**src/rtl/rgb565_grayscale_pipe_pkg.sv**
```systemverilog
// Shared constants and helpers for the RGB565 grayscale custom instruction.
// Config opcodes, default luma weights and the saturating luma extraction.
package grayscale_pkg;

    typedef enum logic [1:0] {
        GS_OP_READ    = 2'd0,
        GS_OP_WRITE   = 2'd1,
        GS_OP_DEFAULT = 2'd2,
        GS_OP_STATS   = 2'd3
    } gs_op_e;

    localparam logic [7:0]  GS_DEF_WR  = 8'd54;
    localparam logic [7:0]  GS_DEF_WG  = 8'd183;
    localparam logic [7:0]  GS_DEF_WB  = 8'd19;
    localparam int          LUMA_SHIFT = 6;
    localparam logic [15:0] SAT_LIMIT  = 16'd16384;

    // Weighted sums at or above 2^14 clamp to white instead of wrapping.
    function automatic logic [7:0] gs_sat(input logic [15:0] sum);
        return (sum >= SAT_LIMIT) ? 8'hFF : sum[LUMA_SHIFT +: 8];
    endfunction

endpackage

```
**src/rtl/rgb565_grayscale_pipe_if.sv**
```systemverilog
// Custom-instruction bus bundle for the grayscale block.
interface rgb565_grayscale_pipe_if;
    logic        start;
    logic [31:0] valueA;
    logic [31:0] valueB;
    logic [7:0]  isId;
    logic        done;
    logic [31:0] result;

    modport master (output start, valueA, valueB, isId, input done, result);
    modport slave  (input start, valueA, valueB, isId, output done, result);
endinterface

```
**src/rtl/rgb565_grayscale_pipe_luma_lane.sv**
```systemverilog
// One pixel lane: byte-swapped RGB565 unpack, weighted sum, saturate.
// Register placement follows PIPE_STAGES (1..3); stage_en[k] loads stage k+1.
module rgb565_luma_lane
    import grayscale_pkg::*;
#(
    parameter int PIPE_STAGES = 2
) (
    input  logic                   clock,
    input  logic                   reset,
    input  logic [PIPE_STAGES-1:0] stage_en,
    input  logic [15:0]            pix,
    input  logic [7:0]             wr,
    input  logic [7:0]             wg,
    input  logic [7:0]             wb,
    output logic [7:0]             luma
);

    logic [5:0]  r6, g6, b6;
    logic [15:0] pr, pg, pb;

    // Halfword arrives byte-swapped, so green straddles both bytes.
    assign r6 = {pix[7:3], 1'b0};
    assign g6 = {pix[2:0], pix[15:13]};
    assign b6 = {pix[12:8], 1'b0};

    assign pr = {10'd0, r6} * {8'd0, wr};
    assign pg = {10'd0, g6} * {8'd0, wg};
    assign pb = {10'd0, b6} * {8'd0, wb};

    if (PIPE_STAGES == 1) begin : g_s1
        logic [7:0] luma_q;
        always_ff @(posedge clock or posedge reset) begin
            if (reset)            luma_q <= '0;
            else if (stage_en[0]) luma_q <= gs_sat(pr + pg + pb);
        end
        assign luma = luma_q;
    end else if (PIPE_STAGES == 2) begin : g_s2
        logic [15:0] pr_q, pg_q, pb_q;
        logic [7:0]  luma_q;
        always_ff @(posedge clock or posedge reset) begin
            if (reset) begin
                pr_q   <= '0;
                pg_q   <= '0;
                pb_q   <= '0;
                luma_q <= '0;
            end else begin
                if (stage_en[0]) begin
                    pr_q <= pr;
                    pg_q <= pg;
                    pb_q <= pb;
                end
                if (stage_en[1]) luma_q <= gs_sat(pr_q + pg_q + pb_q);
            end
        end
        assign luma = luma_q;
    end else begin : g_s3
        logic [15:0] pr_q, pg_q, pb_q, sum_q;
        logic [7:0]  luma_q;
        always_ff @(posedge clock or posedge reset) begin
            if (reset) begin
                pr_q   <= '0;
                pg_q   <= '0;
                pb_q   <= '0;
                sum_q  <= '0;
                luma_q <= '0;
            end else begin
                if (stage_en[0]) begin
                    pr_q <= pr;
                    pg_q <= pg;
                    pb_q <= pb;
                end
                if (stage_en[1]) sum_q  <= pr_q + pg_q + pb_q;
                if (stage_en[2]) luma_q <= gs_sat(sum_q);
            end
        end
        assign luma = luma_q;
    end

endmodule

```
**src/rtl/rgb565_grayscale_pipe.sv**
```systemverilog
// RGB565 -> 4x8-bit luma custom instruction with programmable weights.
// Optional GRAYSCALE_STATS_EN adds a converted-pixel counter read by config op 3.
module rgb565_grayscale_pipe
    import grayscale_pkg::*;
#(
    parameter logic [7:0] customInstructionId = 8'd0,
    parameter int         PIPE_STAGES         = 2,
    parameter logic [7:0] DEF_WR              = GS_DEF_WR,
    parameter logic [7:0] DEF_WG              = GS_DEF_WG,
    parameter logic [7:0] DEF_WB              = GS_DEF_WB
) (
    input  logic                  clock,
    input  logic                  reset,
    rgb565_grayscale_pipe_if.slave ci
);

    if (PIPE_STAGES < 1 || PIPE_STAGES > 3) begin : g_bad_stages
        $error("rgb565_grayscale_pipe: PIPE_STAGES must be 1..3");
    end

    localparam logic [7:0] CFG_ID = customInstructionId + 8'd1;

    logic [PIPE_STAGES:1] vld_q;
    logic [PIPE_STAGES:0] vld_pipe;
    logic                 busy, launch, cfg_go, cvt_done, cfg_vld;
    logic [7:0]           wr_q, wg_q, wb_q;
    logic [31:0]          cfg_res, stats_val, old_w;
    logic [63:0]          pix_all;
    logic [3:0][7:0]      luma;
    gs_op_e               op;

    assign busy     = |vld_q;
    assign launch   = ci.start && (ci.isId == customInstructionId) && !busy;
    assign cfg_go   = ci.start && (ci.isId == CFG_ID) && !busy;
    assign vld_pipe = {vld_q, launch};
    assign cvt_done = vld_q[PIPE_STAGES];
    assign op       = gs_op_e'(ci.valueA[1:0]);
    assign old_w    = {8'h00, wb_q, wg_q, wr_q};
    assign pix_all  = {ci.valueB, ci.valueA};

    always_ff @(posedge clock or posedge reset) begin
        if (reset) vld_q <= '0;
        else       vld_q <= vld_pipe[PIPE_STAGES-1:0];
    end

    // Lanes read the live weight registers at launch; config is locked out
    // while busy, so an in-flight op always sees its launch weights.
    for (genvar i = 0; i < 4; i++) begin : g_lane
        rgb565_luma_lane #(.PIPE_STAGES(PIPE_STAGES)) u_lane (
            .clock   (clock),
            .reset   (reset),
            .stage_en(vld_pipe[PIPE_STAGES-1:0]),
            .pix     (pix_all[16*i +: 16]),
            .wr      (wr_q),
            .wg      (wg_q),
            .wb      (wb_q),
            .luma    (luma[i])
        );
    end

`ifdef GRAYSCALE_STATS_EN
    logic [31:0] pix_cnt;
    logic        stats_clr;

    assign stats_clr = cfg_go && (op == GS_OP_STATS);

    always_ff @(posedge clock or posedge reset) begin
        if (reset)         pix_cnt <= '0;
        else if (stats_clr) pix_cnt <= cvt_done ? 32'd4 : 32'd0;
        else if (cvt_done)  pix_cnt <= pix_cnt + 32'd4;
    end

    assign stats_val = pix_cnt;
`else
    assign stats_val = '0;
`endif

    always_ff @(posedge clock or posedge reset) begin
        if (reset) begin
            wr_q    <= DEF_WR;
            wg_q    <= DEF_WG;
            wb_q    <= DEF_WB;
            cfg_vld <= 1'b0;
            cfg_res <= '0;
        end else begin
            cfg_vld <= cfg_go;
            if (cfg_go) begin
                case (op)
                    GS_OP_WRITE: begin
                        cfg_res <= old_w;
                        wr_q    <= ci.valueB[7:0];
                        wg_q    <= ci.valueB[15:8];
                        wb_q    <= ci.valueB[23:16];
                    end
                    GS_OP_DEFAULT: begin
                        cfg_res <= old_w;
                        wr_q    <= DEF_WR;
                        wg_q    <= DEF_WG;
                        wb_q    <= DEF_WB;
                    end
                    GS_OP_STATS: cfg_res <= stats_val;
                    default:     cfg_res <= old_w;
                endcase
            end
        end
    end

    always_comb begin
        ci.done   = cvt_done | cfg_vld;
        ci.result = '0;
        if (cvt_done)     ci.result = luma;
        else if (cfg_vld) ci.result = cfg_res;
    end

endmodule

```
**src/flat_wrapper.sv**
```systemverilog
// flat-port wrapper written by rule: the top's interface ports become plain ports
module rgb565_grayscale_pipe_flat import grayscale_pkg::*;
#(
    parameter logic [7:0] customInstructionId = 8'd0,
    parameter int         PIPE_STAGES         = 2,
    parameter logic [7:0] DEF_WR              = GS_DEF_WR,
    parameter logic [7:0] DEF_WG              = GS_DEF_WG,
    parameter logic [7:0] DEF_WB              = GS_DEF_WB
)
  (clock, reset, ci_start, ci_valueA, ci_valueB, ci_isId, ci_done, ci_result);
  rgb565_grayscale_pipe_if ci_i ();
  input  logic clock;
  input  logic reset;
  input wire logic [$bits(ci_i.start)-1:0] ci_start;
  input wire logic [$bits(ci_i.valueA)-1:0] ci_valueA;
  input wire logic [$bits(ci_i.valueB)-1:0] ci_valueB;
  input wire logic [$bits(ci_i.isId)-1:0] ci_isId;
  output wire logic [$bits(ci_i.done)-1:0] ci_done;
  output wire logic [$bits(ci_i.result)-1:0] ci_result;
  assign ci_i.start = ci_start;
  assign ci_i.valueA = ci_valueA;
  assign ci_i.valueB = ci_valueB;
  assign ci_i.isId = ci_isId;
  assign ci_done = ci_i.done;
  assign ci_result = ci_i.result;
  rgb565_grayscale_pipe #(.customInstructionId(customInstructionId), .PIPE_STAGES(PIPE_STAGES), .DEF_WR(DEF_WR), .DEF_WG(DEF_WG), .DEF_WB(DEF_WB)) u_core (.clock(clock), .reset(reset), .ci(ci_i));
endmodule
```
**config.mk**
```make
export PLATFORM = sky130hd
export DESIGN_NAME = rgb565_grayscale_pipe_flat
export DESIGN_NICKNAME = d
export VERILOG_FILES = /design/src/rtl/rgb565_grayscale_pipe_pkg.sv /design/src/rtl/rgb565_grayscale_pipe_if.sv /design/src/rtl/rgb565_grayscale_pipe_luma_lane.sv /design/src/rtl/rgb565_grayscale_pipe.sv /design/src/flat_wrapper.sv
export SDC_FILE = /design/constraint.sdc
export NUM_CORES = 2
export LEC_CHECK = 0
export ABC_AREA = 1
export BUFFER_PORTS_ARGS = -buffer_cell sky130_fd_sc_hd__buf_4
export CORE_ASPECT_RATIO = 1.4
export CORE_UTILIZATION = 50
export DETAILED_ROUTE_END_ITERATION = 10
export PLACE_DENSITY_LB_ADDON = 0.25
export SETUP_SLACK_MARGIN = 0.02
export SLEW_MARGIN = 20
export SYNTH_ARGS = -nofsm -noshare
export SYNTH_HDL_FRONTEND = slang
export SYNTH_SLANG_ARGS = --single-unit
```
**constraint.sdc**
```tcl
create_clock -name clock -period 7.2 [get_ports clock]
set_input_delay 0.72 -clock clock [delete_from_list [all_inputs] [get_ports clock]]
set_output_delay 0.72 -clock clock [all_outputs]
set_load 0.01 [all_outputs]
```
==> Yosys cells after proc, flatten, opt, wreduce, memory -nomap -nowiden <==
Index checks and enable logic that the tools add are counted.
{ "classes": {"mux": 10, "reduce_logical": 9, "n_addsub": 8, "order_cmp": 4, "n_bitwise": 1, "n_eq_ne": 4, "mul": 12} }
{ "ops": {"columns": ["op", "n"], "rows": [
  ["multiplier 5 x 8 -> 13 bit", 8],
  ["adder 15 x 14 -> 16 bit", 4],
  [">= comparator 16 x 15 -> 1 bit (second input constant)", 4],
  ["2-to-1 mux 32 bit", 2],
  ["adder 14 x 14 -> 15 bit", 4],
  ["multiplier 6 x 8 -> 14 bit", 4],
  ["case mux 8 bit (2 select lines)", 3],
  ["2-to-1 mux 8 bit", 4],
  ["2-to-1 mux 24 bit", 1],
  ["equality test 8 x 1 -> 1 bit (second input constant)", 1],
  ["logical NOT 8 bit", 1],
  ["equality test 2 bit (second input constant)", 2],
  ["logical AND 1 bit", 4],
  ["equality test 2 x 1 -> 1 bit (second input constant)", 1],
  ["AND reduction 2 bit", 1],
  ["nonzero test 2 bit", 1],
  ["OR reduction 2 bit", 1],
  ["logical NOT 1 bit", 1],
  ["bitwise OR 1 bit", 1]
]} }
{ "totals": {"inputBits": 75, "out_inout_bits": 33, "register_bits": 251, "word_cells": 70} }

==> Logic depth before layout (Yosys ltp) <==
{ "logic_depth": {"depth_word": 4, "mapped_depth": 19} }

==> Hierarchy <==
A second synthesis with hierarchy kept.
{ "unflattened": {"hier_cells": 4258, "hier_area_um2": 30439.2} }
{ "modules_own_cells": {"columns": ["mod", "area_per_inst_um2", "cells_each", "instances"], "rows": [
  ["rgb565_luma_lane at u_core.g_lane[1].u_lane", 7118.1, 1004, 1],
  ["rgb565_luma_lane at u_core.g_lane[3].u_lane", 6894.1, 962, 1],
  ["rgb565_luma_lane at u_core.g_lane[2].u_lane", 6870.3, 962, 1],
  ["rgb565_luma_lane at u_core.g_lane[0].u_lane", 6856.6, 959, 1],
  ["rgb565_grayscale_pipe", 2700.1, 371, 1]
]} }

==> Worst setup path before layout <==
OpenSTA, ideal clock, no wires.
{ "synth_timing": {"path_kind": "reg2reg", "startpoint": "register u_core.wg_q[5]", "endpoint": "register u_core.g_lane[1].u_lane.g_s2.pg_q[11]", "required_ns": 7.077, "path_stages_with_launch": 18, "arrival_time_ns": 3.681, "slack_ns": 3.396, "setup_ns": 0.123, "path_buffers": 2, "period_less_slack_ns": 3.804, "cell_sequence": "dfstp_2 > clkbuf_1 > clkbuf_1 > nand2_1 > inv_1 > fa_1 > fa_1 > inv_1 > fa_1 > inv_1 > ha_1 > nand2_1 > o21ai_0 > nand3_1 > nand2_1 > a21oi_1 > o21ai_0 > nand2_1"} }
{ "synth_between": {"elab_chain_len": 1} }
{ "synth_lines": {"columns": ["item", "line_no", "source"], "rows": [
  ["start, declared", "rgb565_grayscale_pipe.sv:26", "logic [7:0] wr_q, wg_q, wb_q;"],
  ["start signal, assigned", "rgb565_grayscale_pipe.sv:92", "wg_q <= ci.valueB[15:8];"],
  ["multiplier 6 x 8 -> 14 bit", "rgb565_grayscale_pipe_luma_lane.sv:27", "assign pg = {10'd0, g6} * {8'd0, wg};"],
  ["end signal, assigned", "rgb565_grayscale_pipe_luma_lane.sv:49", "pg_q <= pg;"],
  ["end, declared", "rgb565_grayscale_pipe_luma_lane.sv:38", "logic [15:0] pr_q, pg_q, pb_q;"]
]} }
Every way passes these cells.
A chain may end at the register's enable or synchronous reset.

==> Final worst setup path <==
{ "layout_timing": {"startpoint": "register u_core.wg_q[6]", "endpoint": "register u_core.g_lane[1].u_lane.g_s2.pg_q[10]"} }
The elaborated chain is that of the path after synthesis.

==> reports/results.tsv <==
metric	value	unit
status	finished, final reports clean	
netlist_instances	4260	
drv_slew	0	
die_area	61410	um2
cp_data_required_time	7.63	ns
synth_commonest_cells	nand2_1 (1,326), inv_1 (978), ha_1 (306)	
grt_start_max_net_pins	114	
grt_pass1_wl	136.6	mm
worstPathCellList	nand2_1 > fa_1 > inv_1 > fa_1 > inv_1 > fa_1 > inv_1 > ha_1 > nand2_1 > inv_1 > a21oi_1 > nand2_1 > o21ai_0 > nand2_1	
synth_top_area_cell	fa_1	
fill_cells	5944	
fin_crit	4.313	ns
setup_viol	0	
clkSinkCount	239	
cts.clk_slew.worst_paths	0.07	ns
finalHoldViolCount	0	
crit_type	flop to flop	
via_count	26060	
yosys_warnings	0	
place_hpwl	67.54	mm
path_max_fanout	26	
power_density	113.6	nW/um2
synth_edf_count	0	
synth_top_area_share	19.88	%
reg2reg_slack	2.89	ns
netlist_area	30200	um2
rsz0062_at_grt	no	
fin_setup_tns	0	ns
synthSimpleGateAreaFrac	24.26	%
cts-root-buf	clkbuf_16	
die_y	292.8	um
syn_nets	4941	
slowest_stage	dfrtp_1	
synth_area_per_cell	7.090	um2
peakVddDrop	0.1581	mV
drc	0	
hold_slack	0.1182	ns
cts_tree	done	
synthFlopType	dfrtp_1	
hp-class	primary input to asynchronous set/reset pin	
worstSkewPairLatency	0.58	ns
finalPower	3.679	mW
critPathLaunchType	flop	
maxSlewHeadroom	23.56	%
cp-endpoint	u_core.g_lane[1].u_lane.g_s2.pg_q[10]	
drive_gt1_share	4.816	%
grt_overflow	0	
synth_compound_area_share	6.927	%
ys_seq_area_share	19.86	%
antenna_found_initial	2	
finClkSkew	0.01680	ns
r2r-start	u_core.wg_q[6]	
io_pins	108	
ys_types	37	
fp-row-count	106	
synth_top_family_by_area	adder cells	
clock_path_buffers	3	
synth.most_common_cell	nand2_1	
ys_ff_latch	239	
place_congestion	0.9528	
nNetsFinal	4918	
maxCapViolations	0	
initial_core_util	50.61	%
ctsResizeCount	0	
r2r_end	u_core.g_lane[1].u_lane.g_s2.pg_q[10]	
port_buffers	107	
cts-buffers-inserted	27	
critPathLaunch	u_core.wg_q[6]	
fmax	231.8	MHz
cp_slowest_stage_delay	1.02	ns
endpoint_kind	flop	
drt-initial-drc-count	1808	
grt_pass1_vias	26130	
drt_pass1_iterations	9	
synth_area_leaders	fa_1 (20%), dfrtp_1 (19%), nand2_1 (16%), ha_1 (13%), inv_1 (12%)	
reg2reg_depth	14	
drt-vias-per-instance	5.195	
htreeDepth	1	
grt_use_total	28.30	%
synth_fa_ha_area_share	32.56	%
synth_mux_area_share	0.03314	%
finalCritPeriodShare	59.91	%
post_cts.repair.setup_buffers	0	
detail_route.wl_per_cell	16.92	um
worstMarginPinSlew	1.147	ns
leakage	20.51	nW
drtAntennaViolNets	0	
totalWireLength	84.85	mm
crit_arrival	4.74	ns
synthArstFlopShare	100.0	%
hold_buffers	0	
synthXorXnorAreaFrac	1.537	%
areaGrowthSynthToFinish	7.208	%
die_x	209.7	um
core	59680	um2
==> critical path, delay by kind of cell, from the launching register on <==
family          cells  cell delay [ns]
flops               1             1.02
compound gates      2             0.55
buf+inv             4             0.19
fa+ha+maj           4             1.88
simple gates        4             0.52
==> report_power, final <==
| part | internal, mW | leakage, nW | switching, mW |
|---|---|---|---|
| Sequential | 1.38 | 3.23 | 0.0646 |
| Clock | 0.985 | 0.489 | 0.602 |
| Combinational | 0.227 | 16.8 | 0.418 |
| Total | 2.59 | 20.5 | 1.08 |
==> stage by stage <==
step           utilization (%)  setup WS (ns)  instance area (um2)  instances
2_1_floorplan                -          3.357                30210       4260
3_3_place_gp             52.55          3.015                31360       4964
3_5_place_dp             52.55          2.915                31360       4964
4_1_cts                  54.24          2.889                32370       5013
5_1_grt                  54.25          2.684                32380       5015
6_report                 54.25          2.887                32380       5016
==> cells by family (layout without fill, tap and decap cells) <==
| group | count (synthesis) | after routing |
|---|---|---|
| AOI/OAI and AO/OA | 387 | 387 |
| muxes | 1 | 1 |
| other | 0 | 3 |
| and+or+nand+nor | 1812 | 1812 |
| xor gates and xnor gates | 53 | 53 |
| adders and majority gates | 606 | 606 |
| DFF | 239 | 239 |
| buffers and inverters | 1162 | 1159 |
==> registers in the layout (all words and copies together) (netlist names), 2 cells and up <==
signal                          cells
u_core.g_lane.u_lane.g_s2.pb_q     52
u_core.g_lane.u_lane.g_s2.pg_q     52
u_core.g_lane.u_lane.g_s2.pr_q     52
u_core.g_lane.u_lane.luma          32
u_core.cfg_res                     24
u_core.wb_q                         8
u_core.wg_q                         8
u_core.wr_q                         8
u_core.vld_q                        2
==> per-layer routing <==
layer  routed length, um  GRT usage, %  vias to the layer above
li1                    -             -                    12760
met1               34430         34.85                    12520
met2               42770         51.13                      652
met3                4085         1.833                      127
met4                3567         11.61                        0
met5                   0             0                        -
==> layout make-up <==
class                   instances  area [um2]  area share [%]
clock inverters                12       256.5          0.7921
clock buffers                  37       753.2           2.326
diodes                          3       7.507         0.02318
inverters                     982        3695           11.41
multi-input cells            2859       19750           61.00
well taps                     756       945.9           2.921
repair buffers                128       973.4           3.006
flip-flops and latches        239        5997           18.52
==> cell usage in the layout, fill, tap and decap left out, types with 2 or more instances in the layout <==
cell,n
nand2_2,2
nand3b_1,13
o21ai_1,28
nand4_1,38
inv_2,3
o21bai_1,28
xor2_1,32
bufinv_16,7
buf_4,127
a21boi_0,2
nand2_1,1326
fa_1,300
clkbuf_1,6
clkbuf_8,4
xnor2_1,21
ha_1,306
a211o_1,3
nor3_1,26
nor2_1,162
diode_2,3
nor4_4,2
dfstp_2,13
nand3_1,231
a31oi_1,33
o21ai_0,157
clkinvlp_4,2
or2_2,10
clkbuf_16,27
clkinv_2,2
a21oi_1,124
o22ai_1,2
dfrtp_1,226
inv_1,976
a21o_1,9
==> how the worst min path moves through the flow <==
stage | from | endpoint | cells after the start
floorplan | u_core.vld_q[1] | u_core.vld_q[2] | 0
global placement | u_core.cfg_res[11] | u_core.cfg_res[11] | 2
detailed placement | u_core.g_lane[0].u_lane.g_s2.pb_q[13] | u_core.g_lane[0].u_lane.g_s2.pb_q[13] | 2
CTS | reset | u_core.g_lane[1].u_lane.g_s2.pr_q[10] | 2
global route | reset | u_core.g_lane[1].u_lane.g_s2.pb_q[11] | 2
finish | reset | u_core.g_lane[1].u_lane.g_s2.pb_q[9] | 2
Power figures use the tool's default switching activity.
